$ cat config.mk
export PLATFORM = sky130hd
export DESIGN_NAME = jpeg_dequantizer_flat
export DESIGN_NICKNAME = d
export VERILOG_FILES = /design/src/rtl/jpeg_dec_pkg.sv /design/src/rtl/jpeg_dequantizer_if.sv /design/src/rtl/jpeg_qtable_ram.sv /design/src/rtl/jpeg_dequantizer.sv /design/src/flat_wrapper.sv
export SDC_FILE = /design/constraint.sdc
export NUM_CORES = 1
export LEC_CHECK = 0
export CORE_AREA = 2 2 323 245
export CTS_CLUSTER_SIZE = 8
export DETAILED_ROUTE_END_ITERATION = 10
export DIE_AREA = 0 0 325 247
export PLACE_DENSITY_LB_ADDON = 0.1
export SLEW_MARGIN = 20
export SYNTH_ARGS = -nofsm -noshare
export SYNTH_HDL_FRONTEND = slang
export SYNTH_SLANG_ARGS = --single-unit
$ cat constraint.sdc
create_clock -name clk -period 11.9 [get_ports clk]
set_input_delay 3.57 -clock clk [delete_from_list [all_inputs] [get_ports clk]]
set_output_delay 3.57 -clock clk [all_outputs]
set_load 0.005 [all_outputs]
$ cat src/rtl/jpeg_dec_pkg.sv
// Shared definitions for the JPEG decoder dequantizer path.
//   BLK_COEFFS / IDX_W : coefficients per 8x8 block and raster-index width
//   coef_idx_t         : raster index (0..63) within a block
//   sat_s()            : clamp a signed value into a signed field of 'width' bits
package jpeg_dec_pkg;

    localparam int BLK_COEFFS = 64;
    localparam int IDX_W      = 6;

    typedef logic [IDX_W-1:0] coef_idx_t;

    // Returns the clamped value sign-extended to 32 bits; callers truncate
    // to the target width, which is lossless after the clamp.
    function automatic logic signed [31:0] sat_s(input logic signed [31:0] value,
                                                 input int width);
        logic signed [31:0] max_v;
        logic signed [31:0] min_v;
        max_v = (32'sd1 <<< (width - 1)) - 32'sd1;
        min_v = -max_v - 32'sd1;
        if (value > max_v) begin
            return max_v;
        end else if (value < min_v) begin
            return min_v;
        end
        return value;
    endfunction

endpackage

$ cat src/rtl/jpeg_dequantizer_if.sv
// Bus bundle for the dequantizer: coefficient stream in, dequantized stream
// out, quantization-table write port and the block-resync strobe.
//   slave  : the dequantizer side
//   master : the entropy-decoder / IDCT / table-loader side
interface jpeg_dequantizer_if #(
    parameter int IN_W  = 12,
    parameter int QT_W  = 8,
    parameter int OUT_W = 16
);
    import jpeg_dec_pkg::*;

    logic                    cnt_clr;
    logic                    qt_wr;
    coef_idx_t               qt_addr;
    logic [QT_W-1:0]         qt_data;
    logic                    in_valid;
    logic                    in_ready;
    logic signed [IN_W-1:0]  in_data;
    logic                    out_valid;
    logic                    out_ready;
    logic signed [OUT_W-1:0] out_data;
    coef_idx_t               out_idx;
    logic                    out_last;

    modport slave (
        input  cnt_clr, qt_wr, qt_addr, qt_data, in_valid, in_data, out_ready,
        output in_ready, out_valid, out_data, out_idx, out_last
    );

    modport master (
        output cnt_clr, qt_wr, qt_addr, qt_data, in_valid, in_data, out_ready,
        input  in_ready, out_valid, out_data, out_idx, out_last
    );

endinterface

$ cat src/rtl/jpeg_qtable_ram.sv
// 64-entry quantization table: one synchronous write port, one asynchronous
// read port. A read and a write to the same address in one cycle return the
// old contents (the write only lands at the clock edge).
//   clk              : write clock
//   wr_en/addr/data  : table write
//   rd_addr/rd_data  : combinational read
// Contents are intentionally not reset; the table is loaded before use.
module jpeg_qtable_ram
    import jpeg_dec_pkg::*;
#(
    parameter int QT_W = 8
) (
    input  logic            clk,
    input  logic            wr_en,
    input  coef_idx_t       wr_addr,
    input  logic [QT_W-1:0] wr_data,
    input  coef_idx_t       rd_addr,
    output logic [QT_W-1:0] rd_data
);

    logic [QT_W-1:0] mem_q [BLK_COEFFS];

    always_ff @(posedge clk) begin
        if (wr_en) begin
            mem_q[wr_addr] <= wr_data;
        end
    end

    assign rd_data = mem_q[rd_addr];

endmodule

$ cat src/rtl/jpeg_dequantizer.sv
// JPEG dequantizer: multiplies each quantized coefficient by the table entry
// at its raster position and saturates the product to OUT_W bits.
//   clk, rst : clock, asynchronous active-high reset
//   bus      : coefficient in/out streams, table write port, cnt_clr resync
// Pipeline: stage 1 holds the full-width product and index, stage 2 is the
// saturated output register. 2-cycle latency, 1 coefficient/cycle.
module jpeg_dequantizer
    import jpeg_dec_pkg::*;
#(
    parameter int IN_W  = 12,
    parameter int QT_W  = 8,
    parameter int OUT_W = 16
) (
    input  logic               clk,
    input  logic               rst,
    jpeg_dequantizer_if.slave  bus
);

    localparam int PROD_W = IN_W + QT_W + 1;

    coef_idx_t               qnt_cnt_q, qnt_cnt_d;
    coef_idx_t               cur_idx;
    logic                    s1_valid_q, s1_valid_d;
    logic signed [PROD_W-1:0] s1_prod_q, s1_prod_d;
    coef_idx_t               s1_idx_q, s1_idx_d;
    logic                    out_valid_q, out_valid_d;
    logic signed [OUT_W-1:0] out_data_q, out_data_d;
    coef_idx_t               out_idx_q, out_idx_d;
    logic                    out_last_q, out_last_d;

    logic [QT_W-1:0]         qt_rd;
    logic signed [PROD_W-1:0] coef_ext, qt_ext;
    logic                    s2_load, s1_adv, accept;

    // Table is read at the index of the coefficient being accepted.
    jpeg_qtable_ram #(.QT_W(QT_W)) u_qtable (
        .clk     (clk),
        .wr_en   (bus.qt_wr),
        .wr_addr (bus.qt_addr),
        .wr_data (bus.qt_data),
        .rd_addr (cur_idx),
        .rd_data (qt_rd)
    );

    always_comb begin
        s2_load = !out_valid_q || bus.out_ready;
        s1_adv  = !s1_valid_q || s2_load;
        accept  = bus.in_valid && s1_adv;

        // cnt_clr retags the current beat as the start of a block.
        cur_idx   = bus.cnt_clr ? '0 : qnt_cnt_q;
        qnt_cnt_d = accept ? cur_idx + coef_idx_t'(1) : cur_idx;

        // Signed coefficient times unsigned entry, done as a signed multiply
        // with the entry zero-extended; PROD_W holds the full result.
        coef_ext = PROD_W'(bus.in_data);
        qt_ext   = {{(PROD_W-QT_W){1'b0}}, qt_rd};

        s1_valid_d = s1_valid_q;
        s1_prod_d  = s1_prod_q;
        s1_idx_d   = s1_idx_q;
        if (s1_adv) begin
            s1_valid_d = accept;
            if (accept) begin
                s1_prod_d = coef_ext * qt_ext;
                s1_idx_d  = cur_idx;
            end
        end

        // Output payload only moves when a new beat loads, so it holds
        // under backpressure.
        out_valid_d = out_valid_q;
        out_data_d  = out_data_q;
        out_idx_d   = out_idx_q;
        out_last_d  = out_last_q;
        if (s2_load) begin
            out_valid_d = s1_valid_q;
            if (s1_valid_q) begin
                out_data_d = OUT_W'(sat_s(32'(s1_prod_q), OUT_W));
                out_idx_d  = s1_idx_q;
                out_last_d = (s1_idx_q == coef_idx_t'(BLK_COEFFS - 1));
            end
        end
    end

    always_ff @(posedge clk or posedge rst) begin
        if (rst) begin
            qnt_cnt_q   <= '0;
            s1_valid_q  <= 1'b0;
            s1_prod_q   <= '0;
            s1_idx_q    <= '0;
            out_valid_q <= 1'b0;
            out_data_q  <= '0;
            out_idx_q   <= '0;
            out_last_q  <= 1'b0;
        end else begin
            qnt_cnt_q   <= qnt_cnt_d;
            s1_valid_q  <= s1_valid_d;
            s1_prod_q   <= s1_prod_d;
            s1_idx_q    <= s1_idx_d;
            out_valid_q <= out_valid_d;
            out_data_q  <= out_data_d;
            out_idx_q   <= out_idx_d;
            out_last_q  <= out_last_d;
        end
    end

    assign bus.in_ready  = s1_adv;
    assign bus.out_valid = out_valid_q;
    assign bus.out_data  = out_data_q;
    assign bus.out_idx   = out_idx_q;
    assign bus.out_last  = out_last_q;

endmodule

$ cat src/flat_wrapper.sv
// flat-port wrapper written by rule: the top's interface ports become plain ports
module jpeg_dequantizer_flat import jpeg_dec_pkg::*;
#(
    parameter int IN_W  = 12,
    parameter int QT_W  = 8,
    parameter int OUT_W = 16
)
  (clk, rst, bus_cnt_clr, bus_qt_wr, bus_qt_addr, bus_qt_data, bus_in_valid, bus_in_data, bus_out_ready, bus_in_ready, bus_out_valid, bus_out_data, bus_out_idx, bus_out_last);
  jpeg_dequantizer_if #(.IN_W(IN_W), .QT_W(QT_W), .OUT_W(OUT_W)) bus_i ();
  input  logic clk;
  input  logic rst;
  input wire logic [$bits(bus_i.cnt_clr)-1:0] bus_cnt_clr;
  input wire logic [$bits(bus_i.qt_wr)-1:0] bus_qt_wr;
  input wire logic [$bits(bus_i.qt_addr)-1:0] bus_qt_addr;
  input wire logic [$bits(bus_i.qt_data)-1:0] bus_qt_data;
  input wire logic [$bits(bus_i.in_valid)-1:0] bus_in_valid;
  input wire logic [$bits(bus_i.in_data)-1:0] bus_in_data;
  input wire logic [$bits(bus_i.out_ready)-1:0] bus_out_ready;
  output wire logic [$bits(bus_i.in_ready)-1:0] bus_in_ready;
  output wire logic [$bits(bus_i.out_valid)-1:0] bus_out_valid;
  output wire logic [$bits(bus_i.out_data)-1:0] bus_out_data;
  output wire logic [$bits(bus_i.out_idx)-1:0] bus_out_idx;
  output wire logic [$bits(bus_i.out_last)-1:0] bus_out_last;
  assign bus_i.cnt_clr = bus_cnt_clr;
  assign bus_i.qt_wr = bus_qt_wr;
  assign bus_i.qt_addr = bus_qt_addr;
  assign bus_i.qt_data = bus_qt_data;
  assign bus_i.in_valid = bus_in_valid;
  assign bus_i.in_data = bus_in_data;
  assign bus_i.out_ready = bus_out_ready;
  assign bus_in_ready = bus_i.in_ready;
  assign bus_out_valid = bus_i.out_valid;
  assign bus_out_data = bus_i.out_data;
  assign bus_out_idx = bus_i.out_idx;
  assign bus_out_last = bus_i.out_last;
  jpeg_dequantizer #(.IN_W(IN_W), .QT_W(QT_W), .OUT_W(OUT_W)) u_core (.clk(clk), .rst(rst), .bus(bus_i));
endmodule
==> impl_metrics.tcl <==
set metrics [dict create \
    post_cts_buffers 0 \
    cap_violations 0 \
    synth-adder-area-share_pct 7.84 \
    fmax_mhz 98.5 \
    power_mw 6.57 \
    cp_cell_sequence "buf_2 > o21ba_2 > buf_4 > o22a_1 > a21oi_1 > a211oi_1 > o32a_1 > nand2_1 > fa_1 > inv_1 > fa_1 > inv_1 > fa_1 > fa_1 > inv_1 > ha_1 > a21oi_1 > nor2b_1 > o21a_1 > or3b_2 > o221a_2 > o311ai_0" \
    rr_worst_depth 21 \
    h-tree-depth 3 \
    synth_area_per_cell_um2 13.8 \
    synthCells 1935 \
    setup_viol_count_final 0 \
    post_drt_wl_per_cell_um 26.5 \
    syn2layout_area_growth_pct 14.0 \
    crit_type "in -> reg" \
    synth-simple-area-share_pct 7.91 \
    critPathMaxStageDelay_ns 0.80 \
    cp-startpoint "bus_cnt_clr" \
    vias_per_cell 5.36 \
    drtIter0Drc 1674 \
    cts_tree "done" \
    synth.mux.area_fraction_pct 5.91 \
    synth_nets 2088 \
    clockRootBuffer "clkbuf_16" \
    top_level_ports 57 \
    synth_xor_area_share_pct 0.458 \
    clkTransAtPathRegs_ns 0.05 \
    startpoint_type "primary input" \
    drc 0 \
    wl_mm 81.8 \
    hold_slack_ns 0.479 \
    pre_cts_slack_ns 1.11 \
    dieWidth_um 325 \
    hold_path.class "reg -> reg" \
    crit_fanout 23 \
    antenna_found_initial 1 \
    reg2reg_slack_ns 3.58 \
    finClkSkew_ns 0.0292 \
    synth_edf_count 512 \
    overflow 0 \
    ys_types 91 \
    slowest_stage "fa_1" \
    synth-compound-area-share_pct 10.4 \
    numCtsBuffers 81 \
    slew_headroom_pct 27.9 \
    cts_buffer_depth 3 \
    crit_required_ns 12.40 \
    antenna_cells 0 \
    clk_latency_ns 0.62 \
    clock_sinks 570 \
    slew_violations 0 \
    ys_seq_elements 570 \
    leakagePower_nw 10.8 \
    die_area_um2 80300 \
    ant_nets 0 \
    nets 2160 \
    setup_ws_ns 1.75 \
    tightest_slew_ns 1.08 \
    netlist_area_um2 26800 \
    timing.final.crit_share_pct 85.3 \
    irDropWorstVdd_mv 0.152 \
    synthFlopType "edfxtp_1" \
    postCtsResizedCells 0 \
    cp-endpoint "u_core.s1_prod_q[20]$_DFFE_PP0P_" \
    portBuffers 56 \
    timing.rr.start "u_core.qnt_cnt_q[1]$_DFF_PP0_" \
    postCtsHoldBufs 0 \
    powerDensity_nw_per_um2 215 \
    cp.arrival_ns 10.66 \
    cpMostUsedCell "fa_1" \
    report.final.hold_viol_count 0 \
    dieHeight_um 247 \
    via_count 16545 \
    rsz0062_at_grt "false" \
    final_common_cell "edfxtp_1" \
    firstDrtPassIters 6 \
    r2r_end "u_core.s1_prod_q[20]$_DFFE_PP0P_" \
    setup-tns-final_ns 0 \
    post-route-min-period_ns 10.15 \
    grt_pass1_vias 16314 \
    initial_utilization_pct 34.5 \
    rows 89 \
    synth_top_family_by_area "compound AO/OA/AOI/OAI gates" \
    final_cell_mix "512 x edfxtp_1, 152 x inv_1, 123 x nand2_1, 111 x mux2i_1, 99 x nor2_1" \
    grt_max_degree 114 \
    end_kind "flop" \
    async_reset_ff_share_pct 10.2 \
    grt_pass1_wl_mm 118 \
    place_hpwl_mm 54.0 \
    place.gp.congestion 0.830 \
    ys_seq_area_share_pct 62.8 \
    coreArea_um2 77600 \
    grt.total_usage_pct 20.3 \
    ys.warnings.count 0 \
    layout-drive-gt1-share_pct 10.3 \
    status "complete, no violations" \
]
[kinds of logic (layout without fill, tap and decap cells)]
| kind of cell | count (synthesis) | after routing |
|---|---|---|
| AO/OA/AOI/OAI | 387 | 387 |
| XOR/XNOR | 14 | 14 |
| adder cells (fa/ha/maj) | 121 | 121 |
| buffers and inverters | 265 | 369 |
| flip-flops | 570 | 570 |
| multiplexers | 136 | 136 |
| AND/OR/NAND/NOR | 442 | 442 |
[where the power goes]
part | switching [mW] | leakage (nW) | internal [mW]
logic | 1.29 | 4.37 | 0.830
registers | 0.0720 | 5.33 | 2.27
clock network | 0.834 | 1.09 | 1.27
[layout make-up]
class	instances	area (µm²)
multi-input cells	1100	8720
fillers	7286	47100
clock inverters	4	35.0
well taps	1046	1310
inverters	156	586
repair buffers	98	843
flip-flops and latches	570	16800
clock buffers	111	2200
[worst min path at each step]
stage	start	to	slack [ns]	depth (start not counted)
floorplan	u_core.s1_prod_q[1]$_DFFE_PP0P_	u_core.s1_prod_q[1]$_DFFE_PP0P_	0.45	2
global placement	u_core.s1_prod_q[10]$_DFFE_PP0P_	u_core.s1_prod_q[10]$_DFFE_PP0P_	0.46	2
detailed placement	u_core.s1_prod_q[8]$_DFFE_PP0P_	u_core.s1_prod_q[8]$_DFFE_PP0P_	0.48	2
CTS	u_core.s1_prod_q[8]$_DFFE_PP0P_	u_core.s1_prod_q[8]$_DFFE_PP0P_	0.49	2
global route	u_core.s1_prod_q[8]$_DFFE_PP0P_	u_core.s1_prod_q[8]$_DFFE_PP0P_	0.50	2
finish	u_core.bus.out_data[1]$_DFFE_PP0P_	u_core.bus.out_data[1]$_DFFE_PP0P_	0.48	2
[flip-flops by register name, summed over array words and instances, names as in the netlist]
| register | flops |
|---|---|
| u_core.u_qtable.mem_q | 512 |
| u_core.bus.out_idx | 6 |
| u_core.s1_prod_q | 21 |
| u_core.s1_valid_q | 1 |
| u_core.bus.out_last | 1 |
| u_core.qnt_cnt_q | 6 |
| u_core.bus.out_data | 16 |
| u_core.s1_idx_q | 6 |
| u_core.bus.out_valid | 1 |
[metal layers]
layer	GRT usage [%]	wire, µm
met5	0	0
met4	4.77	1460
met3	5.66	6580
met2	28.5	33700
met1	30.9	40100
[metrics by stage]
step / instance area (µm²) / cells / util (%)
after floorplan: 26800 / 1935 / -
after global placement: 28300 / 2970 / 36.4
after detailed placement: 28300 / 2970 / 36.4
after CTS: 30500 / 3085 / 39.3
after global routing: 30500 / 3085 / 39.3
final: 30500 / 3085 / 39.3
[synthesized netlist by cell type (15+ instances only)]
| cell type | n | share of area, % |
|---|---|---|
| edfxtp_1 | 512 | 57 |
| inv_1 | 153 | 2.1 |
| nand2_1 | 124 | 1.7 |
| mux2i_1 | 111 | 4.1 |
| nor2_1 | 99 | 1.4 |
| fa_1 | 78 | 5.8 |
| a21oi_1 | 71 | 1.3 |
| dfrtp_1 | 58 | 5.4 |
| nand3_1 | 58 | 1.1 |
| nor3_1 | 49 | 0.92 |
| o21ai_0 | 48 | 0.90 |
| o22ai_1 | 45 | 1.1 |
| ha_1 | 43 | 2.0 |
| clkbuf_1 | 41 | 0.57 |
| buf_2 | 35 | 0.65 |
| a31oi_1 | 31 | 0.72 |
| o221ai_1 | 27 | 0.88 |
| nor2b_1 | 25 | 0.58 |
| a211oi_1 | 23 | 0.64 |
| mux4_2 | 17 | 1.4 |
| nand2b_1 | 16 | 0.37 |
| buf_6 | 15 | 0.63 |
[worst max-delay path, delay by kind of cell]
kind	cells	cell delay, ns
AND/OR/NAND/NOR	3	0.77
AO/OA/AOI/OAI	9	2.79
adder cells (fa/ha/maj)	5	2.68
buffers and inverters	5	0.83
Power figures use the tool's default switching activity.
